--- config.mk ---
export PLATFORM = sky130hd
export DESIGN_NAME = disp_scan_decode
export DESIGN_NICKNAME = d
export VERILOG_FILES = /design/src/rtl/disp_pkg.sv /design/src/rtl/seg7_decode.sv /design/src/rtl/disp_scan_decode.sv
export SDC_FILE = /design/constraint.sdc
export NUM_CORES = 1
export LEC_CHECK = 0
export BUFFER_PORTS_ARGS = -buffer_cell sky130_fd_sc_hd__buf_4
export CAP_MARGIN = 0
export CELL_PAD_IN_SITES_DETAIL_PLACEMENT = 0
export CELL_PAD_IN_SITES_GLOBAL_PLACEMENT = 1
export CORE_MARGIN = 8
export CORE_UTILIZATION = 30
export CTS_BUF_LIST = sky130_fd_sc_hd__clkbuf_4 sky130_fd_sc_hd__clkbuf_8 sky130_fd_sc_hd__clkbuf_16
export CTS_CLUSTER_DIAMETER = 40
export CTS_CLUSTER_SIZE = 40
export DETAILED_ROUTE_END_ITERATION = 6
export PLACE_DENSITY = 0.53
export SYNTH_ARGS = -nofsm -noshare
export SYNTH_HDL_FRONTEND = slang
export SYNTH_SLANG_ARGS = --single-unit
--- constraint.sdc ---
create_clock -name clk -period 5.8 [get_ports clk]
set_input_delay 0.29 -clock clk [delete_from_list [all_inputs] [get_ports clk]]
set_output_delay 0.29 -clock clk [all_outputs]
set_load 0.005 [all_outputs]
--- src/rtl/disp_pkg.sv ---
// Segment encoding constants and decoder FSM state type shared by the
// 7-segment scan encoder and the display-side decoder.
package disp_pkg;

  // Active-high segment patterns on seg[7:1] = {a,b,c,d,e,f,g}.
  localparam logic [6:0] SEG_0     = 7'h7E;
  localparam logic [6:0] SEG_1     = 7'h30;
  localparam logic [6:0] SEG_2     = 7'h6D;
  localparam logic [6:0] SEG_3     = 7'h79;
  localparam logic [6:0] SEG_4     = 7'h33;
  localparam logic [6:0] SEG_5     = 7'h5B;
  localparam logic [6:0] SEG_6     = 7'h5F;
  localparam logic [6:0] SEG_7     = 7'h70;
  localparam logic [6:0] SEG_8     = 7'h7F;
  localparam logic [6:0] SEG_9     = 7'h7B;
  localparam logic [6:0] SEG_BLANK = 7'h00;

  localparam logic [3:0] BLANK_CODE = 4'hF;

  typedef enum logic [1:0] {
    IDLE  = 2'd0,
    SCAN  = 2'd1,
    STALL = 2'd2
  } state_t;

endpackage

--- src/rtl/seg7_decode.sv ---
// Combinational 7-segment pattern to digit decoder; unknown patterns are
// reported as blank with the illegal flag raised.
module seg7_decode
  import disp_pkg::*;
(
  input  logic [6:0] seg,
  output logic [3:0] value,
  output logic       illegal
);

  always_comb begin
    value   = BLANK_CODE;
    illegal = 1'b0;
    case (seg)
      SEG_0:     value = 4'd0;
      SEG_1:     value = 4'd1;
      SEG_2:     value = 4'd2;
      SEG_3:     value = 4'd3;
      SEG_4:     value = 4'd4;
      SEG_5:     value = 4'd5;
      SEG_6:     value = 4'd6;
      SEG_7:     value = 4'd7;
      SEG_8:     value = 4'd8;
      SEG_9:     value = 4'd9;
      SEG_BLANK: value = BLANK_CODE;
      default:   illegal = 1'b1;
    endcase
  end

endmodule

--- src/rtl/disp_scan_decode.sv ---
// Monitors a scanned, multiplexed 7-segment bus, captures each digit slot once
// it has settled, and publishes a full-frame snapshot when every slot was seen.
module disp_scan_decode
  import disp_pkg::*;
#(
  parameter int NDIG       = 8,
  parameter int STABLE_CYC = 4,
  parameter int TIMEOUT    = 1024
) (
  input  logic              clk,
  input  logic              rst,
  input  logic [7:0]        seg,
  input  logic [NDIG-1:0]   dig,
  output logic [4*NDIG-1:0] val,
  output logic [NDIG-1:0]   dp_out,
  output logic [NDIG-1:0]   err_out,
  output logic              frame_vld,
  output logic              bus_err,
  output logic              stalled
);

  localparam int SW = 8 + NDIG;
  localparam int TW = $clog2(TIMEOUT + 1);
  localparam int CW = $clog2(NDIG + 1);
  localparam logic [3:0]    STABLE_MAX = 4'(STABLE_CYC);
  localparam logic [TW-1:0] TO_MAX     = TW'(TIMEOUT);

  logic [SW-1:0]     sample_reg, prev_reg;
  logic [3:0]        stab_reg, stab_next;
  logic [TW-1:0]     to_reg, to_next;
  logic              same, capture, valid_cap, multi_cap, to_expire, frame_done;
  logic [CW-1:0]     zero_cnt;
  logic [NDIG-1:0]   cap_dig, slot_we, seen_reg, seen_next, seen_merge;
  logic [3:0]        dec_value;
  logic              dec_illegal;
  logic [4*NDIG-1:0] live_val_reg, live_val_next;
  logic [NDIG-1:0]   live_dp_reg, live_dp_next, live_err_reg, live_err_next;
  state_t            state_reg, state_next;

  assign cap_dig = sample_reg[NDIG-1:0];
  assign same    = (sample_reg == prev_reg);

  // Capture exactly once, on the cycle the run length first reaches STABLE_CYC.
  always_comb begin
    stab_next = 4'd1;
    if (same)
      stab_next = (stab_reg == STABLE_MAX) ? stab_reg : stab_reg + 4'd1;
  end
  assign capture = (stab_next == STABLE_MAX) && ((stab_reg != STABLE_MAX) || !same);

  always_comb begin
    zero_cnt = '0;
    for (int i = 0; i < NDIG; i++)
      if (!cap_dig[i]) zero_cnt = zero_cnt + CW'(1);
  end
  assign valid_cap = capture && (zero_cnt == CW'(1));
  assign multi_cap = capture && (zero_cnt > CW'(1));

  seg7_decode u_dec (
    .seg     (sample_reg[SW-1:NDIG+1]),
    .value   (dec_value),
    .illegal (dec_illegal)
  );

  genvar gi;
  generate
    for (gi = 0; gi < NDIG; gi = gi + 1) begin : g_slot
      assign slot_we[gi]              = valid_cap & ~cap_dig[gi];
      assign live_val_next[4*gi +: 4] = slot_we[gi] ? dec_value : live_val_reg[4*gi +: 4];
      assign live_dp_next[gi]         = slot_we[gi] ? sample_reg[NDIG] : live_dp_reg[gi];
      assign live_err_next[gi]        = slot_we[gi] ? dec_illegal : live_err_reg[gi];
    end
  endgenerate

  // A valid capture always wins over a coincident timeout expiry.
  assign to_next    = valid_cap ? '0 : ((to_reg == TO_MAX) ? to_reg : to_reg + TW'(1));
  assign to_expire  = !valid_cap && (to_next == TO_MAX);
  assign seen_merge = seen_reg | slot_we;
  assign frame_done = valid_cap && (&seen_merge);

  always_comb begin
    state_next = state_reg;
    seen_next  = seen_reg;
    case (state_reg)
      IDLE, SCAN: begin
        if (valid_cap) begin
          state_next = SCAN;
          seen_next  = frame_done ? '0 : seen_merge;
        end else if (to_expire) begin
          state_next = STALL;
          seen_next  = '0;
        end
      end
      STALL: begin
        if (valid_cap) begin
          state_next = SCAN;
          seen_next  = frame_done ? '0 : seen_merge;
        end
      end
      default: begin
        state_next = IDLE;
        seen_next  = '0;
      end
    endcase
  end

  assign stalled = (state_reg == STALL);

  always_ff @(posedge clk or negedge rst) begin
    if (!rst) begin
      sample_reg   <= '0;
      prev_reg     <= '0;
      stab_reg     <= '0;
      to_reg       <= '0;
      state_reg    <= IDLE;
      seen_reg     <= '0;
      live_val_reg <= '0;
      live_dp_reg  <= '0;
      live_err_reg <= '0;
      val          <= '0;
      dp_out       <= '0;
      err_out      <= '0;
      frame_vld    <= 1'b0;
      bus_err      <= 1'b0;
    end else begin
      sample_reg   <= {seg, dig};
      prev_reg     <= sample_reg;
      stab_reg     <= stab_next;
      to_reg       <= to_next;
      state_reg    <= state_next;
      seen_reg     <= seen_next;
      live_val_reg <= live_val_next;
      live_dp_reg  <= live_dp_next;
      live_err_reg <= live_err_next;
      frame_vld    <= frame_done;
      bus_err      <= multi_cap;
      if (frame_done) begin
        val     <= live_val_next;
        dp_out  <= live_dp_next;
        err_out <= live_err_next;
      end
    end
  end

endmodule

Word level (Yosys, flattened, before mapping)
Cells that the tools add are included.

word-level totals
  register bits = 155
  input port bits = 18
  logic and storage cells = 123
  output and inout port bits = 51

cells by class
  mux-type cells = 47
  order comparisons = 1
  reductions and logical operators = 14
  add/subtract/negate cells = 9
  equality and inequality tests = 21
  bitwise gates (word level) = 17

operator list
  operator                                                        count
  2-to-1 mux 4 bit                                                17
  == test 7 bit (second input constant)                           8
  one-hot mux 4 bit (10 select lines)                             1
  adder 4 x 1 -> 4 bit (second input constant)                    8
  2-to-1 mux 8 bit                                                4
  == test 11 bit (second input constant)                          2
  2-to-1 mux 11 bit                                               2
  2-to-1 mux 1 bit                                                18
  == test 16 bit                                                  1
  one-hot mux 8 bit (2 select lines)                              1
  == test 7 x 6 -> 1 bit (second input constant)                  2
  adder 11 x 1 -> 11 bit (second input constant)                  1
  OR reduction 11 bit                                             1
  bitwise AND 1 bit                                               8
  == test 4 x 3 -> 1 bit (second input constant)                  2
  NOT 1 bit                                                       8
  OR 8 bit                                                        1
  AND reduction 8 bit                                             1
  logical NOT 7 bit                                               1
  2-to-1 mux 2 bit                                                3
  logical AND 1 bit                                               5
  == test 4 x 1 -> 1 bit (second input constant)                  1
  greater-than comparator 4 x 1 -> 1 bit (second input constant)  1
  != test 4 x 3 -> 1 bit (second input constant)                  1
  10 further kinds                                                11

Depth between registers and ports, before layout
  word-level depth = 24
  depth in mapped cells = 26
  mapped depth without buffers = 24

Cells and area by module
Synthesis repeated with hierarchy kept, for this count alone.

unflattened totals
  cells, all modules = 595
  area total of the unflattened synthesis = 7718.7 µm²

modules (own cells, without submodules)
  module            instances  cells an instance  seq. area each (µm²)  area each (µm²)
  disp_scan_decode  1          557                3878.7                7453.4
  seg7_decode       1          38                 0.0                   265.3

Worst setup path after synthesis
Ideal clock, no wire load.

  path kind = reg2reg
  start = register sample_reg[0]
  end = register val[23]
  library setup time = 0.125 ns
  data required time = 5.675 ns
  setup slack = 0.984 ns
  cell stages (with the launch flop) = 25
  path buffers = 1
  arrival = 4.692 ns
  clock period less this slack = 4.816 ns
  path through = dfrtp_1 > inv_1 > ha_1 > xnor2_1 > ha_1 > nor2_1 > a31oi_2 > ha_1 > nand2_1 > nand2_1 > ha_1 > nand2b_1 > a2bb2oi_1 > ha_1 > nand2b_1 > nand2_1 > ha_1 > nor3_1 > a21oi_1 > mux2i_1 > and2b_1 > buf_6 > nand4_4 > mux2_1 > mux2_2

on the way
  elaborated cells on any way between the ends = 36
  those cells by class = 7 x add/sub; 3 x eq/ne; 10 x mux; 10 x bitwise; 6 x reduce/logical

RTL lines
  element                 line                     source
  start, declared         disp_scan_decode.sv:28   logic [SW-1:0] sample_reg, prev_reg;
  start signal, assigned  disp_scan_decode.sv:126  sample_reg <= {seg, dig};
  2-to-1 mux 1 bit        disp_scan_decode.sv:54   if (!cap_dig[i]) zero_cnt = zero_cnt + CW'(1);
  adder 4 x 1 -> 4 bit    disp_scan_decode.sv:54
  2-to-1 mux 4 bit        disp_scan_decode.sv:54
  adder 4 x 1 -> 4 bit    disp_scan_decode.sv:54
  2-to-1 mux 4 bit        disp_scan_decode.sv:54
  adder 4 x 1 -> 4 bit    disp_scan_decode.sv:54
  2-to-1 mux 4 bit        disp_scan_decode.sv:54
  adder 4 x 1 -> 4 bit    disp_scan_decode.sv:54
  [... 4 more ...]        --
  2-to-1 mux 4 bit        disp_scan_decode.sv:54
  adder 4 x 1 -> 4 bit    disp_scan_decode.sv:54
  2-to-1 mux 4 bit        disp_scan_decode.sv:54
  == test 4 x 1 -> 1 bit  disp_scan_decode.sv:56   assign valid_cap = capture && (zero_cnt == CW'(1));
  logical AND 1 bit *     disp_scan_decode.sv:56
  bitwise AND 1 bit *     disp_scan_decode.sv:68   assign slot_we[gi] = valid_cap & ~cap_dig[gi];
  2-to-1 mux 4 bit *      disp_scan_decode.sv:69   assign live_val_next[4*gi +: 4] = slot_we[gi] ? dec_value : live_val_reg[4*gi +: 4];
  net live_val_next[23]   disp_scan_decode.sv:36   logic [4*NDIG-1:0] live_val_reg, live_val_next;
  end signal, assigned    disp_scan_decode.sv:138  val <= live_val_next;
  end, declared           disp_scan_decode.sv:14   output logic [4*NDIG-1:0] val,

The timed path passes the listed nets; every way through them passes the cells marked *.
A chain may end at the register's enable or synchronous reset.

Worst setup path in the final report
  start = register sample_reg[1]
  end = register val[23]

on the way
  elaborated cells on any way between the ends = 34
  those cells by class = 6 x add/sub; 3 x eq/ne; 9 x mux; 10 x bitwise; 6 x reduce/logical

RTL lines
  element                 line
  2-to-1 mux 4 bit        disp_scan_decode.sv:54
  adder 4 x 1 -> 4 bit    disp_scan_decode.sv:54
  2-to-1 mux 4 bit        disp_scan_decode.sv:54
  adder 4 x 1 -> 4 bit    disp_scan_decode.sv:54
  2-to-1 mux 4 bit        disp_scan_decode.sv:54
  adder 4 x 1 -> 4 bit    disp_scan_decode.sv:54
  2-to-1 mux 4 bit        disp_scan_decode.sv:54
  adder 4 x 1 -> 4 bit    disp_scan_decode.sv:54
  [... 2 more ...]        --
  2-to-1 mux 4 bit        disp_scan_decode.sv:54
  adder 4 x 1 -> 4 bit    disp_scan_decode.sv:54
  2-to-1 mux 4 bit        disp_scan_decode.sv:54
  == test 4 x 1 -> 1 bit  disp_scan_decode.sv:56
  logical AND 1 bit *     disp_scan_decode.sv:56
  bitwise AND 1 bit *     disp_scan_decode.sv:68
  2-to-1 mux 4 bit *      disp_scan_decode.sv:69
  net live_val_next[23]   disp_scan_decode.sv:36

Marks and branches as above.

==> reports/summary.txt <==
Leakage: 4.10 nW
Syn_nets: 561
Post-synthesis share of cell area spent on xor and xnor gates: 5.86%
Most used routing layer: met2
Reg2reg setup slack: 400 ps
Reg clk slew, reported paths: 70 ps
Seq/Total Area, Yosys: 56.3%
FMAX: 185 MHz
Met1 GRT Util: 14.2%
EDFF count, synth: 0
Worst min-delay path class: input pin to async pin
Mean area per synthesized cell: 13.0 um^2
Top cells by count, synth: 155 x dfrtp_1, 95 x mux2_2, 31 x xnor2_1
Fin crit period: 5400 ps
Fin crit share: 93.1%
Via/cell ratio: 4.67
Slew HR: 32.5%
Fin util: 37.4%
Layout cells sized above 1: 35.1%
First-pass GRT wire length: 25000 um
Seq. cell area: 3880 um^2
Antenna Diode Count: 0
PD cells: 283 nW/um^2
Simple-Gate Fraction of Synth Area: 12.0%
Slew Viols, Final: 0
Synth Warn #: 0
Status: completed
Total routing usage reported by global routing: 11.3%
Crit Path Max Fanout: 7
Remaining antenna violation count after routing: 0
Count of different cell masters after synthesis: 62
Synth area leader: dfrtp_1
Die height: 168 um
CTS buffer count: 17
Mux cell area share after synthesis: 16.1%
Clk buf depth: 2
CTS sink cnt: 155
Area of the core: 22600 um^2
Synth Flop Type: dfrtp_1
Final Hold Viols: 0
Final std cells w/o fill: 918
Final Net Count: 649
PnR worst setup slack: 400 ps
Row cnt: 55
Initial antenna violation count: 0
Total negative slack: 0 ps
CTS tree: done
Yosys reg bits: 155
Critical R2R Launch: sample_reg[1]
Multi-input logic area: 2840 um^2
Required @ worst endpoint: 6100 ps
Htree depth: 4
Met3 Use GR: 3.57%
Final setup fails: 0
Via count: 4283
Fillers: 2187
Area growth syn-to-layout: 22.4%
Die W: 168 um
RSZ-0062 raised after global routing: false
# placed instances: 870
Synth Area in Adders: 2.00%
Number of port buffers: 68
Max-cap violations: 0
Grt total ovfl: 0
Worst setup SP type: flop
DRC Markers: 0
Detail Placement HPWL: 10200 um
Critical path type: flop to flop
Initial Util: 30.5%
Post-synthesis instance total: 532
Root Buffer: clkbuf_16
Largest family of logic cells by synthesized area: multiplexers
Ranking of synthesized cells by area: dfrtp_1 56%, mux2_2 16%, xnor2_1 3.9%, ha_1 2.0%, nand2_1 1.6%
Met2 Usage GRT: 18.3%
WL/cell: 16.6 um
Clock Latency Late Sink: 420 ps
Vias in the first global route: 4640
I/O pins: 69
Most frequent cell after synthesis: dfrtp_1
Worst Skew: 9.88 ps
GPL Wtd Cong: 0.743
Least-Margin Pin Slew: 1010 ps
Iter 0 DRT Violations: 227
Largest net degree at the start of global routing: 112
Mapped Area: 6890 um^2
Post-CTS Setup Inserts: 0
Worst EP arrival: 5700 ps
Worst r2r path cells: 24
VDD IR max: 0.187 mV
Reg2reg end: val[23]
Post-synthesis compound-gate area fraction: 5.06%
Async set-or-reset flop fraction in the synthesized netlist: 100%
Setup crit end kind: flop
Detailed Routing Iterations Pass 1: 4
Share of the synthesized area in the top cell type: 56.3%
Place WS: 233 ps
Overall Power: 0.00238 W
Die Footprint: 28100 um^2
Routed wire length: 15200 um
-- report_power, final --
group / internal, W / total, W / switching, W
Combinational: 0.0000826 / 0.000205 / 0.000122
Sequential: 0.00109 / 0.00111 / 0.0000201
Clock: 0.000579 / 0.00107 / 0.000489
Total: 0.00175 / 0.00238 / 0.000631
-- worst max-delay path, stage by stage, from the launching register on --
cell and delay [ps]:
dfrtp_1 410, inv_1 160, ha_2 340, xnor2_1 140, ha_1 320, nor2_1 60
a31oi_2 240, ha_1 300, nand2_1 120, nand2_1 70, ha_1 280, nand2b_1 100
a2bb2oi_2 230, ha_1 270, nand2b_1 110, nand2_1 70, ha_1 300, nor3_1 180
a21oi_1 60, mux2i_1 200, and2b_2 240, buf_4 210, nand4_4 220, mux2_1 390
mux2_2 270
-- layout by cell type (no fill, tap or decap), types with 3 or more instances in the layout --
cell type and instances:
dfrtp_1 155, ha_1 10, nor4_1 4, o221ai_1 3
o21ai_0 7, mux2i_1 3, nor2_1 27, nand4_1 7
nor3_1 8, and2_1 3, nand4_4 4, nand2b_1 6
nor2b_1 8, mux2_2 95, nand3b_1 3, a2111oi_0 3
nand3_1 15, inv_8 4, clkbuf_16 17, inv_6 6
nand2_1 29, and3_1 3, buf_4 73, a21oi_1 21
xor2_1 6, inv_1 14, dlygate4sd3_1 16, xnor2_1 31
-- worst max path at each step --
stage	cells past startpoint	to	start
after global placement	24	val[23]	sample_reg[0]
after CTS	24	val[23]	sample_reg[0]
final	24	val[23]	sample_reg[1]
after global routing	24	val[23]	sample_reg[1]
after floorplan	24	val[23]	sample_reg[0]
after detailed placement	24	val[23]	sample_reg[0]
-- cell families (layout without fill, tap and decap cells) --
kind of cell             count (synthesis)  count (layout)
multiplexers                            99              99
buffers and inverters                   38             139
AND/OR/NAND/NOR                        134             134
XOR/XNOR                                41              41
AO/OA/AOI/OAI                           54              54
flip-flops                             155             155
adder cells (fa/ha/maj)                 11              11
-- stage by stage --
| step | hold WS, ps | cell area [um^2] |
|---|---|---|
| final | 7.89 | 8440 |
| after global routing | 92.2 | 8440 |
| after CTS | 62.1 | 8430 |
| after detailed placement | 400 | 7700 |
| after global placement | 400 | 7700 |
| after floorplan | -5.59 | 6890 |
-- metal layers --
layer  share of wire [%]  vias up
met5                   0        -
met4                0.84        0
met3                 4.1        7
met2                  47       76
met1                  48     2142
li1                    -     2058
-- area by class of cell --
class / instances / area share, %
flip-flops and latches: 155 / 46.0
multi-input cells: 339 / 33.7
repair buffers: 91 / 8.76
clock buffers: 18 / 5.20
well taps: 285 / 4.23
clock inverters: 14 / 1.48
inverters: 16 / 0.712
-- timing repair --
action,in CTS,in global routing
endpoints found under the setup margin,0,48
resized for setup,0,3
hold buffers,16,0
hold endpoints to repair,16,0
No activity file was read; power rests on OpenSTA's default activity.
